## src/rtl/adc_disp_pkg.sv

```systemverilog
// rtl/adc_disp_pkg.sv - shared widths, iteration counts and state encoding for the ADC-to-BCD path
package adc_disp_pkg;

    localparam int CODE_W     = 12;
    localparam int MV_W       = 14;
    localparam int BCD_W      = 16;
    localparam int ACC_W      = 26;
    localparam int MUL_CYCLES = 12;
    localparam int DAB_CYCLES = 14;
    localparam int CNT_W      = 4;

    typedef enum logic [1:0] {
        IDLE   = 2'd0,
        MUL    = 2'd1,
        DABBLE = 2'd2,
        DONE   = 2'd3
    } state_e;

endpackage

```

## src/rtl/bcd_add3.sv

```systemverilog
// rtl/bcd_add3.sv - double-dabble nibble correction: add 3 to any digit of 5 or more
module bcd_add3 (
    input  logic [3:0] in,
    output logic [3:0] out
);

    assign out = (in >= 4'd5) ? in + 4'd3 : in;

endmodule

```

## src/rtl/adc_mv_bcd_conv.sv

```systemverilog
// rtl/adc_mv_bcd_conv.sv - XADC code to millivolts to packed BCD; ADC_MV_BCD_PEND_EN adds a one-deep pending sample
module adc_mv_bcd_conv
    import adc_disp_pkg::*;
#(
    parameter int FULL_SCALE_MV = 3000
) (
    input  logic             clk,
    input  logic             RESET,
    input  logic [15:0]      adc_data,
    input  logic             adc_valid,
    output logic             adc_ready,
    output logic             busy,
    output logic [BCD_W-1:0] bcd,
    output logic             bcd_valid
);

    localparam logic [ACC_W-1:0] FS_ACC = ACC_W'(FULL_SCALE_MV);

    state_e                 state_q, state_d;
    logic [CNT_W-1:0]       cnt_q, cnt_d;
    logic [CODE_W-1:0]      code_q, code_d;
    logic [ACC_W-1:0]       mcand_q, mcand_d;
    logic [ACC_W-1:0]       acc_q, acc_d;
    logic [MV_W-1:0]        mv_q, mv_d;
    logic [BCD_W-1:0]       shift_q, shift_d;
    logic [BCD_W-1:0]       bcd_q, bcd_d;
    logic                   bcd_valid_q, bcd_valid_d;

    logic [ACC_W-1:0]       acc_sum;
    logic [BCD_W-1:0]       dab_adj;
    logic [BCD_W+MV_W-1:0]  dab_next;
    logic                   load_en;
    logic [CODE_W-1:0]      load_code;
    logic                   unused_low;

    assign unused_low = ^adc_data[3:0];

`ifdef ADC_MV_BCD_PEND_EN
    logic              pend_q, pend_d;
    logic [CODE_W-1:0] pend_code_q, pend_code_d;

    // DONE always consumes the pending slot, either by loading it or by taking a fresher sample.
    always_comb begin
        pend_d      = pend_q;
        pend_code_d = pend_code_q;
        if (adc_valid && (state_q == MUL || state_q == DABBLE)) begin
            pend_d      = 1'b1;
            pend_code_d = adc_data[15:4];
        end else if (state_q == DONE) begin
            pend_d = 1'b0;
        end
    end

    always_ff @(posedge clk or posedge RESET) begin
        if (RESET) begin
            pend_q      <= 1'b0;
            pend_code_q <= '0;
        end else begin
            pend_q      <= pend_d;
            pend_code_q <= pend_code_d;
        end
    end

    assign adc_ready = 1'b1;
`else
    assign adc_ready = (state_q == IDLE);
`endif

    // Multiplicand walks left while the code walks right, so only bit 0 of the code is inspected.
    assign acc_sum = acc_q + (code_q[0] ? mcand_q : '0);

    for (genvar g = 0; g < 4; g++) begin : g_add3
        bcd_add3 u_add3 (
            .in  (shift_q[4*g +: 4]),
            .out (dab_adj[4*g +: 4])
        );
    end

    assign dab_next = {dab_adj, mv_q} << 1;

    always_comb begin
        state_d     = state_q;
        cnt_d       = cnt_q;
        code_d      = code_q;
        mcand_d     = mcand_q;
        acc_d       = acc_q;
        mv_d        = mv_q;
        shift_d     = shift_q;
        bcd_d       = bcd_q;
        bcd_valid_d = 1'b0;
        load_en     = 1'b0;
        load_code   = adc_data[15:4];

        case (state_q)
            IDLE: begin
                if (adc_valid) begin
                    load_en = 1'b1;
                end
            end
            MUL: begin
                acc_d   = acc_sum;
                code_d  = code_q >> 1;
                mcand_d = mcand_q << 1;
                cnt_d   = cnt_q + 1'b1;
                if (cnt_q == CNT_W'(MUL_CYCLES - 1)) begin
                    state_d = DABBLE;
                    cnt_d   = '0;
                    mv_d    = acc_sum[ACC_W-1 -: MV_W];
                    shift_d = '0;
                end
            end
            DABBLE: begin
                shift_d = dab_next[BCD_W+MV_W-1 -: BCD_W];
                mv_d    = dab_next[MV_W-1:0];
                cnt_d   = cnt_q + 1'b1;
                if (cnt_q == CNT_W'(DAB_CYCLES - 1)) begin
                    state_d     = DONE;
                    cnt_d       = '0;
                    bcd_d       = dab_next[BCD_W+MV_W-1 -: BCD_W];
                    bcd_valid_d = 1'b1;
                end
            end
            DONE: begin
                state_d = IDLE;
`ifdef ADC_MV_BCD_PEND_EN
                if (adc_valid) begin
                    load_en = 1'b1;
                end else if (pend_q) begin
                    load_en   = 1'b1;
                    load_code = pend_code_q;
                end
`endif
            end
            default: state_d = IDLE;
        endcase

        if (load_en) begin
            state_d = MUL;
            cnt_d   = '0;
            code_d  = load_code;
            mcand_d = FS_ACC;
            acc_d   = '0;
        end
    end

    always_ff @(posedge clk or posedge RESET) begin
        if (RESET) begin
            state_q     <= IDLE;
            cnt_q       <= '0;
            code_q      <= '0;
            mcand_q     <= '0;
            acc_q       <= '0;
            mv_q        <= '0;
            shift_q     <= '0;
            bcd_q       <= '0;
            bcd_valid_q <= 1'b0;
        end else begin
            state_q     <= state_d;
            cnt_q       <= cnt_d;
            code_q      <= code_d;
            mcand_q     <= mcand_d;
            acc_q       <= acc_d;
            mv_q        <= mv_d;
            shift_q     <= shift_d;
            bcd_q       <= bcd_d;
            bcd_valid_q <= bcd_valid_d;
        end
    end

    assign busy      = (state_q != IDLE);
    assign bcd       = bcd_q;
    assign bcd_valid = bcd_valid_q;

endmodule
```

## config.mk

```make
export PLATFORM = sky130hd
export DESIGN_NAME = adc_mv_bcd_conv
export DESIGN_NICKNAME = d
export VERILOG_FILES = /design/src/rtl/adc_disp_pkg.sv /design/src/rtl/bcd_add3.sv /design/src/rtl/adc_mv_bcd_conv.sv
export SDC_FILE = /design/constraint.sdc
export NUM_CORES = 1
export LEC_CHECK = 0
export CAP_MARGIN = 10
export CORE_ASPECT_RATIO = 1.75
export CORE_UTILIZATION = 45
export DETAILED_ROUTE_END_ITERATION = 16
export GPL_TIMING_DRIVEN = 0
export PLACE_DENSITY_LB_ADDON = 0.05
export SETUP_SLACK_MARGIN = 0.2
export SLEW_MARGIN = 20
export SYNTH_ARGS = -nofsm -noshare
export SYNTH_HDL_FRONTEND = slang
export SYNTH_SLANG_ARGS = --single-unit
```

## constraint.sdc

```tcl
create_clock -name clk -period 3.6 [get_ports clk]
set_input_delay 0.72 -clock clk [delete_from_list [all_inputs] [get_ports clk]]
set_output_delay 0.72 -clock clk [all_outputs]
set_load 0.01 [all_outputs]
```

---- Yosys cells after proc, flatten, opt, wreduce, memory -nomap -nowiden ----
Index checks and enable logic that the tools add are counted.
operators by class
  equal/unequal tests ..................... 8
  $add $sub $neg .......................... 6
  order comparisons ....................... 4
  reductions and logical operators ........ 9
  multiplexer cells ....................... 27
operators with widths
  kind                                                  number
  2-to-1 mux 26 bit                                     5
  one-hot mux 16 bit (2 select lines)                   1
  one-hot mux 14 bit (2 select lines)                   1
  adder 26 bit                                          1
  2-to-1 mux 12 bit                                     2
  2-to-1 mux 4 bit                                      6
  >= comparator 4 x 3 -> 1 bit (second input constant)  4
  2-to-1 mux 16 bit                                     1
  2-to-1 mux 14 bit                                     1
  adder 4 x 2 -> 4 bit (second input constant)          3
  equality test 4 bit (second input constant)           2
  one-hot mux 4 bit (2 select lines)                    1
  2-to-1 mux 2 bit                                      3
  != test 3 bit (second input constant)                 2
  one-hot mux 2 bit (3 select lines)                    1
  nonzero test 2 bit                                    3
  adder 4 x 1 -> 4 bit (second input constant)          1
  equality test 2 bit (second input constant)           2
  2-to-1 mux 1 bit                                      4
  AND reduction 2 bit                                   2
  nonzero test 4 bit                                    1
  adder 3 x 2 -> 3 bit (second input constant)          1
  2-to-1 mux 3 bit                                      1
  AND reduction 3 bit                                   1
  other kinds (4)                                       4
storage, ports and cells
  output and inout port bits .............. 19
  logic and storage cells ................. 63
  input bits .............................. 19
  register bits ........................... 117

---- Longest topological paths before layout ----
Gate-level depths: netlist of run 1.
  depth after elaboration ................. 4
  depth in mapped cells ................... 12

---- Hierarchy ----
A second synthesis of run 1 with hierarchy kept.
unflattened totals
  cells, all modules ...................... 683
  area, all modules ....................... 6308.6 µm²
by module, submodules not included
  module           cells each  area an instance (µm²)  instances
  adc_mv_bcd_conv  619         5903.2                  1
  bcd_add3         16          101.3                   4

---- Worst setup path before layout of run 1 ----
OpenSTA, ideal clock, no wires.
  path kind ............................... flip-flop to flip-flop
  start point ............................. register code_q[0]
  end point ............................... register mv_q[11]
  stages on the path, launching flop included .. 13
  setup time .............................. 0.126 ns
  arrival time ............................ 2.730 ns
  period minus slack after synthesis ...... 2.856 ns
  slack ................................... 0.744 ns
  cells stage by stage .................... dfrtp_1 -> clkbuf_1 -> and2_1 -> ha_1 -> fa_1 -> a211oi_2 -> o21ai_1 -> nand4_1 -> nand3_1 -> o21a_2 -> a31oi_2 -> xnor2_1 -> a221o_1
on the way
  longest elaborated chain between the ends .. 4
RTL lines
  element                              RTL line                RTL
  from (decl)                          adc_mv_bcd_conv.sv:21   logic [CODE_W-1:0] code_q, code_d;
  from (signal assigned)               adc_mv_bcd_conv.sv:160  code_q <= code_d;
  2-to-1 mux 26 bit                    adc_mv_bcd_conv.sv:70   assign acc_sum = acc_q + (code_q[0] ? mcand_q : '0);
  adder 26 bit                         adc_mv_bcd_conv.sv:70
  2-to-1 mux 14 bit                    adc_mv_bcd_conv.sv:105  if (cnt_q == CNT_W'(MUL_CYCLES - 1)) begin
  one-hot mux 14 bit (2 select lines)  adc_mv_bcd_conv.sv:94   case (state_q)
  to (signal assigned)                 adc_mv_bcd_conv.sv:163  mv_q <= mv_d;
  to (decl)                            adc_mv_bcd_conv.sv:24   logic [MV_W-1:0] mv_q, mv_d;
Every way passes these cells. The select of a mux whose other input is x is not followed.
A chain may end at the register's enable or synchronous reset.

---- Worst setup path after layout of run 1 ----
Ends and elaborated chain as after synthesis.

==> results.sh, run 1 <==
export IMPL_status="finished clean"
export IMPL_drv_cap=0
export IMPL_root_buffer="clkbuf_16"
export IMPL_synth_yosys_seq_area_share_pct=44.9
export IMPL_combinationalPowerShare_pct=49.9
export IMPL_r2r_cells=12
export IMPL_maxSlewViolCount=0
export IMPL_irDropWorstVdd_mv=0.391
export IMPL_synth_top_area_share_pct=44.9
export IMPL_vias_per_cell=5.58
export IMPL_dp_final_hpwl_um=11300
export IMPL_grt_max_degree=30
export IMPL_critical_path_required_ps=3830
export IMPL_dr_pass1_iters=4
export IMPL_dr_wl_met3_um=282
export IMPL_hold_buffers=0
export IMPL_clock_path_buffers=2
export IMPL_p_sw_share_pct=42.8
export IMPL_setup_viol=0
export IMPL_final_util_pct=53.0
export IMPL_numClockSinks=111
export IMPL_m1WireLength_um=5600
export IMPL_wirelength_um=14600
export IMPL_final_nets=753
export IMPL_wl_met2_um=8350
export IMPL_cts_inserted_buffers=9
export IMPL_leakagePower_nw=3.24
export IMPL_die_area_mm2=0.0142
export IMPL_period_share_pct=90.5
export IMPL_grt_pass1_vias=5010
export IMPL_synth_ff_type="dfrtp_1"
export IMPL_drc=0
export IMPL_r2r_start="code_q[0]"
export IMPL_fmax_mhz=307
export IMPL_yosys_cell_types_count=50
export IMPL_critical_path_startpoint="code_q[0]"
export IMPL_first_iter_violations=94
export IMPL_worstSetupPathType="flop to flop"
export IMPL_grt_pass1_wl_um=24300
export IMPL_cts_clk_slew_worst_paths_ps=80
export IMPL_worst_slack_ps=343
export IMPL_synth_cells=649
export IMPL_p_switching_mw=2.48
export IMPL_h_tree_depth=3
export IMPL_ioPinCount=38
export IMPL_core_area_mm2=0.0134
export IMPL_r2r_slack_ps=340
export IMPL_rows=56
export IMPL_pre_cts_ws_ps=217
export IMPL_gp_congestion=0.834
export IMPL_rsz0062_at_grt="false"
export IMPL_highest_layer="met4"
export IMPL_arrival_ps=3480
export IMPL_crit_path_end="mv_q[11]"
export IMPL_ant_nets=0
export IMPL_worstMarginPinSlew_ps=877
export IMPL_gr_usage_all_layers_pct=21.7
export IMPL_fin_skew_ps=11.0
export IMPL_final_hold_violation_count=0
export IMPL_p_int_mw=3.31
export IMPL_gr_total_overflow=0
export IMPL_synth_area_top_cells="dfrtp_1, mux2i_1, ha_1, o21ai_0, nand2_1"
export IMPL_vias=4888
export IMPL_drive_gt1_share_pct=4.84
export IMPL_syn_avg_cell_area_um2=9.53
export IMPL_area_growth_pct=14.6
export IMPL_post_cts_buffers=0
export IMPL_total_power_mw=5.79
export IMPL_synth_edf_count=0
export IMPL_wl_per_cell_um=16.7
export IMPL_tritoncts="built"
export IMPL_syn_area_mm2=0.00619
export IMPL_crit_path_end_kind="flop"
export IMPL_synth_seq_cells=111
export IMPL_r2r_end="mv_q[11]"
export IMPL_die_y_um=157
export IMPL_tns_ps=0
export IMPL_critPathLaunchType="flop"
export IMPL_synth_fp_nets=705
export IMPL_synth_top_cell_by_area="dfrtp_1"
export IMPL_yosysWarnings=0
export IMPL_io_buffers=33
export IMPL_initial_core_util_pct=46.2
export IMPL_fin_hold_ws_ps=478
export IMPL_clk_latency_ps=340
export IMPL_min_period_ps=3260
export IMPL_path_max_fanout=10
export IMPL_seq_power_share_pct=34.1
export IMPL_synth_async_sr_flop_share_pct=100
export IMPL_p_per_area_mw_per_mm2=816
export IMPL_die_w_um=90.6
export IMPL_antenna_found_initial=0
export IMPL_relSlewSlack_pct=41.5
export IMPL_hold_path_class="flop to flop"
export IMPL_diodes=0
export IMPL_pwr_share_clk_pct=15.9
==> power by group through the flow <==
stage / sequential (mW) / clock [mW] / combinational, mW
after floorplan: 1.90 / 0 / 2.19
after global placement: 1.98 / 0 / 2.82
after detailed placement: 1.99 / 0 / 2.91
after CTS: 1.97 / 0.957 / 2.92
after global routing: 2.03 / 0.994 / 3.23
final: 1.97 / 0.923 / 2.89
==> cell families after synthesis <==
group / Yosys count / synth area share [%]
XOR/XNOR: 23 / 3.26
buffers and inverters: 54 / 3.34
AND/OR/NAND/NOR: 198 / 15.3
adder cells (fa/ha/maj): 37 / 7.61
flip-flops: 111 / 44.9
multiplexers: 53 / 8.66
AO/OA/AOI/OAI: 173 / 16.9
==> final cells by class <==
cell class / count / area, um^2
fill: 1241 / 6290
multi-input combinational: 484 / 3210
sequential: 111 / 2780
timing repair buffer: 37 / 410
clock buffer: 12 / 236
tap: 174 / 218
buffer: 33 / 129
inverter: 21 / 82.6
clock inverter: 4 / 30.0
==> synth_stat cells (2+ instances only) <==
master and number:
dfrtp_1 111, nand2_1 68, o21ai_0 63, mux2i_1 49, nor2_1 48, a21oi_1 46
ha_1 36, clkbuf_1 26, and2_1 25, inv_1 21, xnor2_1 16, a21o_1 11
nand2b_1 11, nand3_1 10, o22ai_1 9, a211oi_1 7, nor3_1 7, nor3b_1 7
xor2_1 7, a31oi_1 5, and3_1 5, nor2b_1 5, o31ai_1 5, buf_1 4
mux2_2 4, o211ai_1 4, or3_1 4, a211o_1 3, buf_2 3, nand4_1 3
o21ai_1 3, a22o_1 2, nand3b_1 2, o2111ai_1 2, o21a_1 2
==> how the worst min path moves through the flow <==
stage	startpoint	end	slack (ps)	depth (start not counted)
global placement	bcd[14]	bcd[14]	460	2
global route	bcd[14]	bcd[14]	500	2
floorplan	mv_q[5]	mv_q[5]	440	2
finish	bcd[12]	bcd[12]	480	2
CTS	bcd[14]	bcd[14]	490	2
detailed placement	bcd[12]	bcd[12]	470	2
==> registers in the layout, indices dropped and copies added, names as in the netlist <==
signal and count:
cnt_q 4, acc_q 23, mv_q 14, code_q 12, state_q 2, shift_q 16, bcd_valid 1, mcand_q 23
bcd 16
==> placed cells by master (no fill, tap or decap), types with 5 or more instances in the layout <==
cell type        instances
a21oi_1                 46
clkbuf_16                9
and3_1                   5
o22ai_1                  9
a31oi_1                  5
nor3b_1                  7
xnor2_1                 16
clkdlybuf4s50_1         33
a211oi_1                 7
mux2i_1                 49
nand2b_1                11
nand2_1                 68
nor2_1                  48
a21o_1                  11
nor3_1                   7
dfrtp_1                111
ha_1                    36
o31ai_1                  5
and2_1                  25
xor2_1                   7
nor2b_1                  5
nand3_1                 10
o21ai_0                 63
inv_1                   20
clkbuf_1                28
==> layer usage <==
layer | global-route usage, % | up-vias
met4 | 9.22 | 0
met5 | 0 | -
met1 | 22.0 | 2416
met2 | 43.8 | 76
met3 | 2.22 | 24
li1 | - | 2372
==> stage by stage <==
| step | instance area, um^2 | std cells |
|---|---|---|
| after floorplan | 6190 | 649 |
| after global placement | 6740 | 856 |
| after detailed placement | 6820 | 860 |
| after CTS | 7090 | 876 |
| after global routing | 7090 | 876 |
| final | 7090 | 876 |
==> critical path: stages (launching register included) <==
cell and delay, ps:
dfrtp_1 450, clkbuf_2 210, and2_1 170, ha_1 220, fa_1 450, a211oi_2 300, o21ai_2 140, nand4_1 100
nand3_1 150, o21a_2 320, a31oi_2 220, xnor2_1 80, a221o_1 320
==> what timing repair did <==
action	in CTS	in global routing
gates resized for setup	1	1
setup endpoints to repair	1	3
cloned	0	0
endpoints found under the hold margin	0	0
pin swaps	0	1
Power figures use the tool's default switching activity.
==> run 2: changes to the inputs <==
- CORE_UTILIZATION: 45 -> 28
==> results.sh, run 2 (synthesized netlist as in run 1, its figures left out) <==
export IMPL_final_common_cell="dfrtp_1"
export IMPL_grt_pass1_vias=4970
export IMPL_use_met1_pct=16.0
export IMPL_pre_cts_ws_ps=160
export IMPL_relSlewSlack_pct=41.2
export IMPL_area_growth_pct=18.6
export IMPL_clock_path_buffers=2
export IMPL_h_tree_depth=3
export IMPL_fill_cells=2251
export IMPL_arrival_ps=3410
export IMPL_die_w_um=114
export IMPL_wl_per_cell_um=16.3
export IMPL_worstMarginPinSlew_ps=882
export IMPL_top_usage_layer="met2"
export IMPL_clk_latency_ps=370
export IMPL_hold_path_class="flop to flop"
export IMPL_first_iter_violations=219
export IMPL_final_cell_mix="dfrtp_1, nand2_1, o21ai_0, mux2i_1, nor2_1"
export IMPL_numClockSinks=111
export IMPL_irDropWorstVdd_mv=0.320
export IMPL_whs_endpoint="bcd[4]"
export IMPL_crit_path_end_kind="flop"
export IMPL_period_share_pct=87.5
export IMPL_root_buffer="clkbuf_16"
export IMPL_gr_total_overflow=0
export IMPL_final_hold_violation_count=0
export IMPL_diodes=0
export IMPL_grt_max_degree=27
export IMPL_antenna_found_initial=0
export IMPL_critPathLaunchType="flop"
export IMPL_wirelength_um=16200
export IMPL_path_max_fanout=10
export IMPL_worstSetupPathType="flop to flop"
export IMPL_core_area_mm2=0.0216
export IMPL_p_per_area_mw_per_mm2=831
export IMPL_post_cts_buffers=0
export IMPL_tns_ps=0
export IMPL_io_buffers=33
export IMPL_setup_viol=0
export IMPL_rsz0062_at_grt="false"
export IMPL_initial_core_util_pct=28.7
export IMPL_r2r_cells=12
export IMPL_drv_cap=0
export IMPL_maxSlewViolCount=0
export IMPL_tritoncts="built"
export IMPL_vias=4810
export IMPL_vias_per_cell=4.84
export IMPL_holdPathStages=2
export IMPL_reg_top3="acc_q (23), mcand_q (23)"
export IMPL_leakagePower_nw=3.28
export IMPL_critical_path_required_ps=3860
export IMPL_gr_usage_met2_pct=29.8
export IMPL_r2r_end="mv_q[11]"
export IMPL_dp_final_hpwl_um=12600
export IMPL_die_y_um=199
export IMPL_r2r_slack_ps=450
export IMPL_fmax_mhz=317
export IMPL_worst_slack_ps=450
export IMPL_ioPinCount=38
export IMPL_cts_clk_slew_worst_paths_ps=80
export IMPL_grt_use_met3_pct=1.31
export IMPL_total_power_mw=6.10
export IMPL_min_period_ps=3150
export IMPL_ant_nets=0
export IMPL_gp_congestion=0.806
export IMPL_cts_inserted_buffers=9
export IMPL_final_nets=753
export IMPL_hold_start="bcd[4]"
export IMPL_drc=0
export IMPL_die_area_mm2=0.0227
export IMPL_gr_usage_all_layers_pct=15.2
export IMPL_fin_skew_ps=9.85
export IMPL_r2r_start="code_q[0]"
export IMPL_grt_pass1_wl_um=26100
export IMPL_drive_gt1_share_pct=5.41
export IMPL_rows=71
export IMPL_dr_pass1_iters=4
export IMPL_status="finished clean"
run 2: power by group:
group / switching, mW / internal, mW
Clock: 0.503 / 0.705
Combinational: 1.76 / 1.16
Sequential: 0.293 / 1.68
run 2: metal layers:
layer | part of all wire (%) | wire (um)
met1 | 39 | 6370
met2 | 57 | 9290
met3 | 1.1 | 183
met4 | 2.3 | 378
met5 | 0 | 0
run 2: how the worst max path moves through the flow:
stage                           end  cells past startpoint  slack (ps)  startpoint
after detailed placement   mv_q[11]                     12         160   code_q[0]
after global placement     mv_q[11]                     12         160   code_q[0]
final                      mv_q[11]                     12         450   code_q[0]
after floorplan            mv_q[11]                     12         740   code_q[0]
after global routing      acc_q[22]                     11         210   code_q[0]
after CTS                  mv_q[11]                     12         210   code_q[0]
run 2: repair_timing:
item | 4_1_cts | 5_1_grt
setup endpoints to repair | 3 | 3
hold buffers | 0 | 0
resized for setup | 1 | 3
pin swaps | 0 | 1
run 2: per-stage QoR:
step	cells	area (um^2)	util, %	hold WS [ps]
after floorplan	649	6190	-	442
after global placement	974	6890	31.9	462
after detailed placement	978	6970	32.3	465
after CTS	994	7330	34.0	486
after global routing	994	7340	34.0	519
final	994	7340	34.0	480
run 2: worst max-delay path, cell delays in order, from the launching register on:
cell and delay, ps:
dfrtp_1 440, buf_2 210, and2_1 160, ha_1 220
fa_2 390, a211oi_2 300, o21ai_2 140, nand4_1 100
nand3_1 150, o21a_2 310, a31oi_2 210, xnor2_1 90
a221o_1 310
run 2: cell type report:
class	count	area (um^2)	area share, %
clock inverters	6	116	1.59
multi-input cells	484	3210	43.7
clock buffers	10	239	3.26
plain buffers	33	129	1.76
inverters	21	82.6	1.13
well taps	292	365	4.98
flip-flops and latches	111	2780	37.9
repair buffers	37	418	5.70
